## src/rtl/bram_snapshot_ctrl.sv

```systemverilog
// Snapshot capture controller: records 2**ADDR_WIDTH valid samples into an external BRAM after a trigger, then serves random-access readout.
// Optional trigger timestamp (trig_time) when BRAM_SNAPSHOT_TSTAMP_EN is defined.
module bram_snapshot_ctrl #(
  parameter int DATA_WIDTH = 32,
  parameter int ADDR_WIDTH = 4
) (
  input  logic                  clk,
  input  logic                  rst,
  input  logic                  arm,
  input  logic                  trig,
  input  logic [DATA_WIDTH-1:0] din,
  input  logic                  din_valid,
  output logic                  busy,
  output logic                  done,
  output logic [ADDR_WIDTH:0]   count,
  input  logic                  rd_en,
  input  logic [ADDR_WIDTH-1:0] rd_addr,
  output logic [DATA_WIDTH-1:0] rd_data,
  output logic                  rd_valid,
`ifdef BRAM_SNAPSHOT_TSTAMP_EN
  output logic [31:0]           trig_time,
`endif
  output logic                  bram_wr,
  output logic [ADDR_WIDTH-1:0] bram_addr,
  output logic [DATA_WIDTH-1:0] bram_din,
  input  logic [DATA_WIDTH-1:0] bram_dout
);

  typedef enum logic [1:0] {
    IDLE    = 2'd0,
    ARMED   = 2'd1,
    CAPTURE = 2'd2,
    DONE    = 2'd3
  } state_t;

  // count value at which the next accepted sample is the final one
  localparam logic [ADDR_WIDTH:0] LAST_IDX = {1'b0, {ADDR_WIDTH{1'b1}}};

  state_t                  state_reg, state_next;
  logic [ADDR_WIDTH:0]     count_reg, count_next;
  logic                    bram_wr_reg, bram_wr_next;
  logic [ADDR_WIDTH-1:0]   bram_addr_reg, bram_addr_next;
  logic [DATA_WIDTH-1:0]   bram_din_reg, bram_din_next;
  logic                    rd_pend_reg, rd_pend_next;
  logic                    rd_valid_reg;
  logic                    trig_accept;

  always_ff @(posedge clk) begin
    if (rst) begin
      state_reg     <= IDLE;
      count_reg     <= '0;
      bram_wr_reg   <= 1'b0;
      bram_addr_reg <= '0;
      bram_din_reg  <= '0;
      rd_pend_reg   <= 1'b0;
      rd_valid_reg  <= 1'b0;
    end else begin
      state_reg     <= state_next;
      count_reg     <= count_next;
      bram_wr_reg   <= bram_wr_next;
      bram_addr_reg <= bram_addr_next;
      bram_din_reg  <= bram_din_next;
      rd_pend_reg   <= rd_pend_next;
      // the read pipeline completes regardless of later state changes
      rd_valid_reg  <= rd_pend_reg;
    end
  end

  always_comb begin
    state_next     = state_reg;
    count_next     = count_reg;
    bram_wr_next   = 1'b0;
    bram_addr_next = bram_addr_reg;
    bram_din_next  = bram_din_reg;
    rd_pend_next   = 1'b0;
    trig_accept    = 1'b0;
    case (state_reg)
      IDLE, DONE: begin
        if (arm) begin
          state_next = ARMED;
          count_next = '0;
        end else if (rd_en) begin
          bram_addr_next = rd_addr;
          rd_pend_next   = 1'b1;
        end
      end
      ARMED: begin
        if (arm) begin
          count_next = '0;
        end else if (trig && din_valid) begin
          bram_wr_next   = 1'b1;
          bram_addr_next = '0;
          bram_din_next  = din;
          count_next     = {{ADDR_WIDTH{1'b0}}, 1'b1};
          state_next     = CAPTURE;
          trig_accept    = 1'b1;
        end
      end
      CAPTURE: begin
        if (arm) begin
          state_next = ARMED;
          count_next = '0;
        end else if (din_valid) begin
          bram_wr_next   = 1'b1;
          bram_addr_next = count_reg[ADDR_WIDTH-1:0];
          bram_din_next  = din;
          count_next     = count_reg + 1'b1;
          if (count_reg == LAST_IDX) state_next = DONE;
        end
      end
      default: state_next = IDLE;
    endcase
  end

`ifdef BRAM_SNAPSHOT_TSTAMP_EN
  logic [31:0] cyc_reg;
  logic [31:0] trig_time_reg;

  always_ff @(posedge clk) begin
    if (rst) begin
      cyc_reg       <= '0;
      trig_time_reg <= '0;
    end else begin
      cyc_reg <= cyc_reg + 32'd1;
      if (trig_accept) trig_time_reg <= cyc_reg;
    end
  end

  assign trig_time = trig_time_reg;
`else
  logic unused_trig_accept;
  assign unused_trig_accept = trig_accept;
`endif

  assign busy      = (state_reg == ARMED) || (state_reg == CAPTURE);
  assign done      = (state_reg == DONE);
  assign count     = count_reg;
  assign rd_data   = bram_dout;
  assign rd_valid  = rd_valid_reg;
  assign bram_wr   = bram_wr_reg;
  assign bram_addr = bram_addr_reg;
  assign bram_din  = bram_din_reg;

endmodule
```

## config.mk

```make
export PLATFORM = sky130hd
export DESIGN_NAME = bram_snapshot_ctrl
export DESIGN_NICKNAME = d
export VERILOG_FILES = /design/src/rtl/bram_snapshot_ctrl.sv
export SDC_FILE = /design/constraint.sdc
export NUM_CORES = 1
export LEC_CHECK = 0
export BUFFER_PORTS_ARGS = -buffer_cell sky130_fd_sc_hd__buf_2
export CAP_MARGIN = 20
export CORE_UTILIZATION = 45
export CTS_BUF_LIST = sky130_fd_sc_hd__clkbuf_4
export DETAILED_ROUTE_END_ITERATION = 7
export PLACE_DENSITY = 0.85
export SETUP_SLACK_MARGIN = 0.02
export SYNTH_ARGS = -nofsm -noshare
export SYNTH_HDL_FRONTEND = slang
export SYNTH_SLANG_ARGS = --single-unit
export TNS_END_PERCENT = 20
```

## constraint.sdc

```tcl
create_clock -name clk -period 5 [get_ports clk]
set_clock_uncertainty 0.15 [all_clocks]
set_input_delay 1.25 -clock clk [delete_from_list [all_inputs] [get_ports clk]]
set_output_delay 1.25 -clock clk [all_outputs]
set_load 0.01 [all_outputs]
```

==> reports/qor.yml <==
core.rowCount: 25
synth_area_um2: 2312
synth_top_cell_by_area: "dfxtp_1"
cts_resized: 0
path_depth: 4
first_pass_iters: 4
grt_pass1_vias: 1749
max_freq_mhz: 271.4
p_leak_nw: 1.133
worst_pin_slew_ns: 0.9718
post_drt_wl_per_cell_um: 12.74
final_cell_mix: "86 x buf_2, 46 x dfxtp_1, 39 x a21oi_1"
cts.sinks: 46
required_ns: 3.60
die_area_um2: 5429
worstReg2RegStart: "state_reg[0]"
cp_slowest_cell: "ha_2"
cts_hold_buf: 0
timing.setup.tns_ns: 0
via_count: 1962
drtAntennaViolNets: 0
largest_reg_flops: 32
cap_violations: 0
p_per_area_nw_per_um2: 366.4
crit_end: "busy"
finalNetCount: 390
fp.dieH_um: 73.68
numPortBuffers: 86
cp.buffers_inverters: 3
grt_start_max_net_pins: 76
vdd.ir_drop.worst_mv: 0.1975
startpoint_type: "flop"
min_period_ns: 3.684
finalInstanceArea_um2: 2597
syn-num-nets: 348
grt_overflow: 0
root_buffer: "clkbuf_4"
clockBufferDepth: 2
grt_pass1_wl_um: 7486
post-place-ws_ns: 1.687
max_stage_delay_ns: 0.97
start_util: 0.4769
antenna_found_initial: 0
clk_latency_ns: 0.34
drive_above_1_share: 0.3312
synth.top_cell.area_share: 0.3983
viasPerCell: 5.190
final-max-slew-violation-count: 0
hp-class: "flop to flop"
path_common_cell: "inv_1"
drtIter0Drc: 73
yosysSeqAreaShare: 0.3983
report.final.setup_viol: 0
syn_avg_cell_area_um2: 8.628
dpl.hpwl_um: 3194
synthDistinctLibCells: 34
synth_area_leaders: "dfxtp_1 40%, or3b_1 11%, buf_4 10%"
reg2reg_slack_ns: 2.40
ys_seq_elements: 46
clkTransAtPathRegs_ns: 0.12
grt_util_all_layers: 0.1763
design.portCount: 151
totalWireLength_um: 4815
drc: 0
cts_tree: "built"
path_class: "flop to output port"
period_share: 0.7368
finalHoldViolations: 0
slew_headroom: 0.3522
synth_warnings: 0
coreArea_um2: 4848
die_w_um: 73.68
final_core_util: 0.5357
n_antenna_cell: 0
htreeDepth: 2
path_cells: "inv_1 > ha_2 > inv_1 > buf_2"
reg2regPathDepth: 5
synthCells: 268
cts_made_buffers: 5
cp-end-kind: "output port"
cts_setup_buffers: 0
crit_start: "state_reg[0]"
placed_cell_area_um2: 2516
cpLargestDelayFamily: "adder cells"
worst-path-max-fanout: 75
rsz0062_at_grt: "no"
final_common_cell: "buf_2"
setup_slack_ns: 1.316
syn_to_final_growth_pct: 12.34
rr_endpoint: "bram_addr[0]"
place.gp.congestion: 0.7785
arrival_ns: 2.28
status: "finished, final reports clean"
[cell usage after synthesis]
master	instances
or3b_2	4
a21oi_2	1
dfxtp_1	46
a211oi_1	1
buf_1	1
o21ai_1	1
ha_1	6
o21ai_0	34
nand3_1	7
o31ai_1	1
inv_1	5
buf_2	4
and2b_1	1
a22o_1	1
a311oi_1	4
nor2b_1	5
nor3b_1	1
a22oi_1	1
nand3b_1	3
nand2b_1	2
or2_2	1
nor2_1	9
o221a_2	1
nand4b_1	1
and2_1	1
buf_4	32
nand2_1	8
a32oi_2	1
a21oi_1	39
clkbuf_1	15
or4b_1	1
or2_1	1
or3b_1	28
and3_1	1
[metal layers]
| layer | up-vias | wire length [µm] | track usage |
|---|---|---|---|
| met5 | - | 0 | 0 |
| met4 | 0 | 74 | 0.09615 |
| met3 | 10 | 323 | 0.03155 |
| met2 | 63 | 2334 | 0.3007 |
| met1 | 900 | 2083 | 0.2088 |
| li1 | 989 | - | - |
[through the flow]
stage                     hold WS (ns)  total power, mW  instances
after floorplan                 0.2638           0.7059        268
after CTS                       0.3040           0.9522        377
after detailed placement        0.2746           0.7804        369
after global routing            0.3194            1.024        378
after global placement          0.2778           0.7688        369
final                           0.3003           0.9516        378
[where the power goes]
| part | internal, mW | leakage, nW | switching (mW) |
|---|---|---|---|
| combinational | 0.138 | 0.725 | 0.200 |
| sequential | 0.420 | 0.375 | 0.0248 |
| clock | 0.0585 | 0.0331 | 0.111 |
| total | 0.616 | 1.13 | 0.335 |
[final cells by class]
type / instances / area, µm²
clock inverters: 2 / 8.758
inverters: 5 / 18.77
well taps: 67 / 83.83
repair buffers: 87 / 457.9
multi-input cells: 165 / 1062
clock buffers: 6 / 45.04
flip-flops and latches: 46 / 920.9
fillers: 458 / 2251
[logic make-up after synthesis]
family | count (synthesis) | synth area share
simple gates | 74 | 0.2181
compound gates | 85 | 0.2045
fa+ha+maj | 6 | 0.03247
buf+inv | 57 | 0.1466
flops | 46 | 0.3983
[how the worst min path moves through the flow]
| stage | from | to | slack [ns] | cells past startpoint |
|---|---|---|---|---|
| after global placement | rd_pend_reg | rd_valid | 0.28 | 1 |
| after CTS | rd_pend_reg | rd_valid | 0.30 | 1 |
| after floorplan | rd_pend_reg | rd_valid | 0.26 | 1 |
| after detailed placement | rd_pend_reg | rd_valid | 0.27 | 1 |
| final | rd_pend_reg | rd_valid | 0.30 | 1 |
| after global routing | rd_pend_reg | rd_valid | 0.32 | 1 |
Note: power is estimated with default switching activity, not from simulation.
